$ cat config.mk
export PLATFORM = sky130hd
export DESIGN_NAME = banco_registradores_imm
export DESIGN_NICKNAME = d
export VERILOG_FILES = /design/src/rtl/banco_registradores_imm_pkg.sv /design/src/rtl/banco_registradores_imm_imm_gen.sv /design/src/rtl/banco_registradores_imm.sv
export SDC_FILE = /design/constraint.sdc
export NUM_CORES = 2
export LEC_CHECK = 0
export ABC_AREA = 1
export CAP_MARGIN = 20
export CELL_PAD_IN_SITES_DETAIL_PLACEMENT = 0
export CELL_PAD_IN_SITES_GLOBAL_PLACEMENT = 2
export CORE_ASPECT_RATIO = 1.75
export CORE_MARGIN = 4
export CORE_UTILIZATION = 30
export CTS_CLUSTER_SIZE = 40
export DETAILED_ROUTE_END_ITERATION = 10
export MAX_ROUTING_LAYER = met4
export PLACE_DENSITY_LB_ADDON = 0.1
export SYNTH_ARGS = -nofsm -noshare
export SYNTH_HDL_FRONTEND = slang
export SYNTH_SLANG_ARGS = --single-unit
$ cat constraint.sdc
create_clock -name clk -period 3.29 [get_ports clk]
set_input_delay 0.329 -clock clk [delete_from_list [all_inputs] [get_ports clk]]
set_output_delay 0.329 -clock clk [all_outputs]
set_load 0.05 [all_outputs]
$ cat src/rtl/banco_registradores_imm_pkg.sv
// Shared constants for the 64-bit RISC-V integer register file and its consumers:
// widths, opcodes and branch funct3 codes.
package banco_registradores_imm_pkg;

  localparam int XLEN     = 64;
  localparam int NREGS    = 32;
  localparam int REG_IDXW = 5;

  localparam logic [6:0] OP_LW      = 7'b0000011;
  localparam logic [6:0] OP_SW      = 7'b0100011;
  localparam logic [6:0] OP_ADD_SUB = 7'b0110011;
  localparam logic [6:0] OP_ADDI    = 7'b0010011;
  localparam logic [6:0] OP_BRANCH  = 7'b1100011;
  localparam logic [6:0] OP_JAL     = 7'b1101111;
  localparam logic [6:0] OP_JALR    = 7'b1100111;
  localparam logic [6:0] OP_AUIPC   = 7'b0010111;

  localparam logic [2:0] F3_BEQ  = 3'b000;
  localparam logic [2:0] F3_BNE  = 3'b001;
  localparam logic [2:0] F3_BLT  = 3'b100;
  localparam logic [2:0] F3_BGE  = 3'b101;
  localparam logic [2:0] F3_BLTU = 3'b110;
  localparam logic [2:0] F3_BGEU = 3'b111;

endpackage

$ cat src/rtl/banco_registradores_imm_imm_gen.sv
// Combinational I-type and B-type immediate extraction; the opcode is ignored,
// the consumer picks whichever immediate applies.
module imm_gen
  import banco_registradores_imm_pkg::*;
(
  input  logic [31:0]     instr,
  output logic [XLEN-1:0] imediato_I,
  output logic [XLEN-1:0] imediato_B
);

  // Opcode bits play no part in either immediate.
  logic unused_opcode;
  assign unused_opcode = ^instr[6:0];

  assign imediato_I = {{(XLEN-12){instr[31]}}, instr[31:20]};

  // B offset is always even: bit 0 is implicit zero.
  assign imediato_B = {{(XLEN-13){instr[31]}}, instr[31], instr[7],
                       instr[30:25], instr[11:8], 1'b0};

endmodule

$ cat src/rtl/banco_registradores_imm.sv
// 32 x XLEN register file (x0 reads zero, 2 async reads, 1 sync write) plus immediates.
// Optional macro REGFILE_WRITE_BYPASS_EN forwards same-cycle write data to the read ports.
module banco_registradores_imm
  import banco_registradores_imm_pkg::*;
(
  input  logic                clk,
  input  logic                reset,
  input  logic [REG_IDXW-1:0] Ra,
  input  logic [REG_IDXW-1:0] Rb,
  input  logic [REG_IDXW-1:0] Rw,
  input  logic                We,
  input  logic [XLEN-1:0]     din,
  output logic [XLEN-1:0]     douta,
  output logic [XLEN-1:0]     doutb,
  input  logic [31:0]         instr,
  output logic [XLEN-1:0]     imediato_I,
  output logic [XLEN-1:0]     imediato_B
);

  logic [XLEN-1:0] regs_q [NREGS];
  logic            wr_en;

  assign wr_en = We && !reset && (Rw != '0);

  // Entry 0 is cleared on reset and never written, but reads force zero anyway.
  always_ff @(posedge clk) begin
    if (reset) begin
      for (int i = 0; i < NREGS; i++) regs_q[i] <= '0;
    end else if (wr_en) begin
      regs_q[Rw] <= din;
    end
  end

  logic [XLEN-1:0] stored_a, stored_b;
  assign stored_a = (Ra == '0) ? '0 : regs_q[Ra];
  assign stored_b = (Rb == '0) ? '0 : regs_q[Rb];

`ifdef REGFILE_WRITE_BYPASS_EN
  assign douta = (wr_en && (Ra == Rw)) ? din : stored_a;
  assign doutb = (wr_en && (Rb == Rw)) ? din : stored_b;
`else
  assign douta = stored_a;
  assign doutb = stored_b;
`endif

  imm_gen u_imm_gen (
    .instr      (instr),
    .imediato_I (imediato_I),
    .imediato_B (imediato_B)
  );

endmodule

==> results of run 1 <==
[cells in the mapped netlist, types with 39 or more instances]
cell         n
nand2_1   4342
nor2_1    3468
edfxtp_1  2048
nand3_1   2026
o21ai_0    697
clkbuf_1   541
buf_2      362
buf_4      236
inv_1      187
buf_6      160
a21oi_1    146
buf_1      104
o21ai_1     59
o211ai_1    39
[metal layers]
metal  GRT usage (%)
met2            51.6
met5               -
met1            37.5
met3            3.70
met4            16.8
[cells by family after synthesis]
logic type	Yosys count	share of synthesized area, %
flip-flops	2048	53.6
other	1	0.00327
AO/OA/AOI/OAI	967	4.33
AND/OR/NAND/NOR	9862	34.5
buffers and inverters	1607	7.49
[metrics by stage]
stage	hold WS, ps	area (µm²)
global route	81.2	135000
CTS	61.1	135000
detailed placement	658	127000
global placement	658	127000
floorplan	568	115000
[repair_timing]
item | CTS | global route
gates resized for setup | 2 | 1
endpoints found under the setup margin | 2 | 1
hold buffers | 0 | 0
pin swaps | 0 | 0
setup buffers | 0 | 0
==> flow_metrics.env, run 1 <==
export IMPL_yosys_warnings=0
export IMPL_track_usage_pct=31.3
export IMPL_start_util_pct=30.1
export IMPL_antenna_found_initial=21
export IMPL_synth_top_cell_by_area="edfxtp_1"
export IMPL_synth_top_area_share_pct=53.6
export IMPL_ys_top_cells_by_area="edfxtp_1 54%, nand2_1 14%, nor2_1 11%"
export IMPL_die_h_um=826
export IMPL_synthCells=14485
export IMPL_async_flop_share_pct=0
export IMPL_dp_cells=19083
export IMPL_cts_buffers=225
export IMPL_outcome="stopped before the end"
export IMPL_grt_max_degree=106
export IMPL_ys_flop_type="edfxtp_1"
export IMPL_grt_pass1_vias=103615
export IMPL_grt_pass1_wl_um=841000
export IMPL_io_buffers=209
export IMPL_clk_path_buf_depth=4
export IMPL_worst_ep_kind="output port"
export IMPL_rows=300
export IMPL_cts_htree_levels=4
export IMPL_lastStage="detailed routing (5_2_route)"
export IMPL_yosysSeqAreaShare_pct=53.6
export IMPL_pin_count=370
export IMPL_crit_endpoint="doutb[1]"
export IMPL_synth_edf_count=2048
export IMPL_root_buffer="clkbuf_16"
export IMPL_cts_sinks=2048
export IMPL_ys_ff_latch=2048
export IMPL_yosysUniqueCellTypes=23
export IMPL_preCtsSetupSlack_ps=-38.3
export IMPL_syn_area_per_cell_um2=7.92
export IMPL_dieWidth_um=475
export IMPL_syn_area_um2=115000
export IMPL_routabilityCongestion=0.859
export IMPL_error_line="[ERROR DRT-0255] Maze Route cannot find path of net instr[9] in worker of routeBox ( 434700 193200 ) ( 475350 241500 )."
export IMPL_grt_overflow_total=0
export IMPL_dp_hpwl_um=362000
==> run 2: changes to the inputs <==
--- a/config.mk
+++ b/config.mk
@@ -7,15 +7,10 @@
 export LEC_CHECK = 0
 export ABC_AREA = 1
 export CAP_MARGIN = 20
-export CELL_PAD_IN_SITES_DETAIL_PLACEMENT = 0
-export CELL_PAD_IN_SITES_GLOBAL_PLACEMENT = 2
-export CORE_ASPECT_RATIO = 1.75
 export CORE_MARGIN = 4
-export CORE_UTILIZATION = 30
-export CTS_CLUSTER_SIZE = 40
+export CORE_UTILIZATION = 20
 export DETAILED_ROUTE_END_ITERATION = 10
-export MAX_ROUTING_LAYER = met4
-export PLACE_DENSITY_LB_ADDON = 0.1
+export PLACE_DENSITY_LB_ADDON = 0.15
 export SYNTH_ARGS = -nofsm -noshare
 export SYNTH_HDL_FRONTEND = slang
 export SYNTH_SLANG_ARGS = --single-unit
==> run 2 against run 1 <==
  * The flow now finishes without violations
  * Area after synthesis is the same
  * Synthesized cell count is the same
  * Global-route usage shrank 11 points
==> flow_metrics.env, run 2 <==
export IMPL_start_util_pct=20.1
export IMPL_root_buffer="clkbuf_16"
export IMPL_post_dp_cell_area_um2=130000
export IMPL_swShare_pct=30.4
export IMPL_fin_ws_ps=123
export IMPL_route_met2_wl_um=279000
export IMPL_period_share_pct=96.3
export IMPL_viasPerCell=4.74
export IMPL_crit_fanout=32
export IMPL_drc=0
export IMPL_whs_ps=206
export IMPL_tightestPinTransition_ps=882
export IMPL_ir_drop_mv=0.355
export IMPL_fin_util_pct=24.2
export IMPL_grt_pass1_vias=100562
export IMPL_preCtsSetupSlack_ps=119
export IMPL_wl_um=609000
export IMPL_slew_headroom_pct=41.2
export IMPL_reg_largest_list="regs_q x2048"
export IMPL_wl_met3_um=40000
export IMPL_layout_cells_most_common="nand2_1"
export IMPL_synth_top_cell_by_area="edfxtp_1"
export IMPL_yosysSeqAreaShare_pct=53.6
export IMPL_crit_arrival_ps=2840
export IMPL_clk_pin_slew_ps=60
export IMPL_synthCells=14485
export IMPL_track_usage_pct=20.1
export IMPL_ant_nets=0
export IMPL_powerDensity_nw_per_um2=515
export IMPL_dp_cells=21568
export IMPL_finalNonFillerCells=22033
export IMPL_hold_class="input pin to register"
export IMPL_fin_setup_tns_ps=0
export IMPL_intPower_mw=49.4
export IMPL_critPathCaptureType="output port"
export IMPL_fin_crit_ps=3170
export IMPL_cts_setup_buffers=0
export IMPL_synth_compound_area_share_pct=4.33
export IMPL_regMostFlops="regs_q"
export IMPL_muxShareOfSynthArea_pct=0
export IMPL_wire_per_inst_um=27.6
export IMPL_cts_htree_levels=5
export IMPL_core_um2=570000
export IMPL_outcome="finished, final reports clean"
export IMPL_finalHoldViolCount=0
export IMPL_ys_top_cells_by_area="edfxtp_1 54%, nand2_1 14%, nor2_1 11%"
export IMPL_p_leak_nw=55.3
export IMPL_syn_area_um2=115000
export IMPL_io_buffers=209
export IMPL_finalPower_mw=70.9
export IMPL_drtIter0Drc=10638
export IMPL_top_layer_used="met5"
export IMPL_synth_edf_count=2048
export IMPL_crit_path_end="doutb[38]"
export IMPL_drt_pass1_iter_count=6
export IMPL_ys_ff_latch=2048
export IMPL_antenna_found_initial=35
export IMPL_clk_path_buf_depth=4
export IMPL_wl_met1_um=269000
export IMPL_dp_hpwl_um=354000
export IMPL_vias=104359
export IMPL_syn_area_per_cell_um2=7.92
export IMPL_die_h_um=765
export IMPL_largest_register_ffs=2048
export IMPL_crit_type="input pin to output port"
export IMPL_drv_cap=0
export IMPL_pin_count=370
export IMPL_grt_max_degree=126
export IMPL_fmax_ghz=0.316
export IMPL_fin_area_um2=138000
export IMPL_synth_top_family_by_area="simple AND/OR/NAND/NOR gates"
export IMPL_rsz0062_at_grt="false"
export IMPL_synth_fa_ha_area_share_pct=0
export IMPL_layout_common_cells="4278 x nand2_1, 3466 x nor2_1, 2048 x edfxtp_1, 2025 x nand3_1, 697 x o21ai_0"
export IMPL_cts_tree="built"
export IMPL_yosys_warnings=0
export IMPL_grt_overflow_total=0
export IMPL_ys_flop_type="edfxtp_1"
export IMPL_synth_common_cells="4342 x nand2_1, 3468 x nor2_1, 2048 x edfxtp_1"
export IMPL_slew_viol_final=0
export IMPL_cp_start_kind="input pin"
export IMPL_p_switching_mw=21.6
export IMPL_grt_pass1_wl_um=838000
export IMPL_pwr_share_clk_pct=39.7
export IMPL_drive_above_1_share_pct=8.60
export IMPL_syn_to_final_growth_pct=20.1
export IMPL_die_area_um2=586000
export IMPL_crit_path_start="Rb[0]"
export IMPL_yosysUniqueCellTypes=23
export IMPL_cp_required_ps=2960
export IMPL_routabilityCongestion=0.793
export IMPL_async_flop_share_pct=0
export IMPL_cts_buffers=270
export IMPL_cts_sinks=2048
export IMPL_yosysMostFrequentCell="nand2_1"
export IMPL_rows=277
export IMPL_pwr_share_comb_pct=16.7
export IMPL_finalSetupViolations=0
export IMPL_synth_top_area_share_pct=53.6
export IMPL_seqPwrFrac_pct=43.5
export IMPL_synth_simple_area_share_pct=34.5
export IMPL_dieWidth_um=765
export IMPL_final_nets=14422
export IMPL_fillers=61758
export IMPL_synth_xor_area_share_pct=0
## run 2: metal layers
metal | vias up | track usage (%)
met3 | 898 | 2.86
met4 | 8 | 6.09
met1 | 52293 | 27.6
met5 | - | 0
met2 | 4171 | 32.7
li1 | 46989 | -
## run 2: worst min-delay path by stage
stage	start	end	slack, ps	cells after the start
floorplan	din[15]	regs_q[2][15]$_SDFFCE_PN0P_	570	2
global placement	instr[7]	imediato_B[11]	660	0
detailed placement	instr[7]	imediato_B[11]	660	0
CTS	din[50]	regs_q[2][50]$_SDFFCE_PN0P_	150	3
global route	din[50]	regs_q[6][50]$_SDFFCE_PN0P_	220	3
finish	din[50]	regs_q[2][50]$_SDFFCE_PN0P_	210	3
## run 2: layout make-up
class	instances	area, µm²	area share (%)
Sequential cell	2048	61500	44.7
Multi-Input combinational cell	10894	45300	32.9
Timing Repair Buffer	891	12700	9.20
Tap cell	7533	9430	6.85
Clock buffer	340	7080	5.14
Inverter	203	832	0.604
Clock inverter	118	826	0.600
Antenna cell	6	15.0	0.0109
## run 2: what timing repair did
item	4_1_cts	5_1_grt
hold buffers	1	0
setup endpoints to repair	0	2
resized for setup	0	2
hold endpoints to repair	7	0
## run 2: power by group through the flow
stage | combinational, mW | clock [mW] | sequential [mW]
2_1_floorplan | 6.38 | 0 | 31.3
3_3_place_gp | 12.0 | 0 | 31.4
3_5_place_dp | 11.9 | 0 | 31.4
4_1_cts | 12.0 | 28.9 | 30.9
5_1_grt | 12.7 | 29.8 | 31.0
6_report | 11.9 | 28.2 | 30.9
## run 2: cells by family after synthesis
kind of cell / count (synthesis)
simple gates: 9862
flops: 2048
buf+inv: 1607
compound gates: 967
other cells: 1
## run 2: critical path, stage by stage
cell and delay [ps]:
buf_8 160, inv_8 350, buf_12 240, buf_4 310, nor2_1 70, o21ai_1 140, nand2_1 60, nand3_1 260
nor2_1 90, nor2_1 380, buf_4 210, buf_12 130
Power figures use the tool's default switching activity.
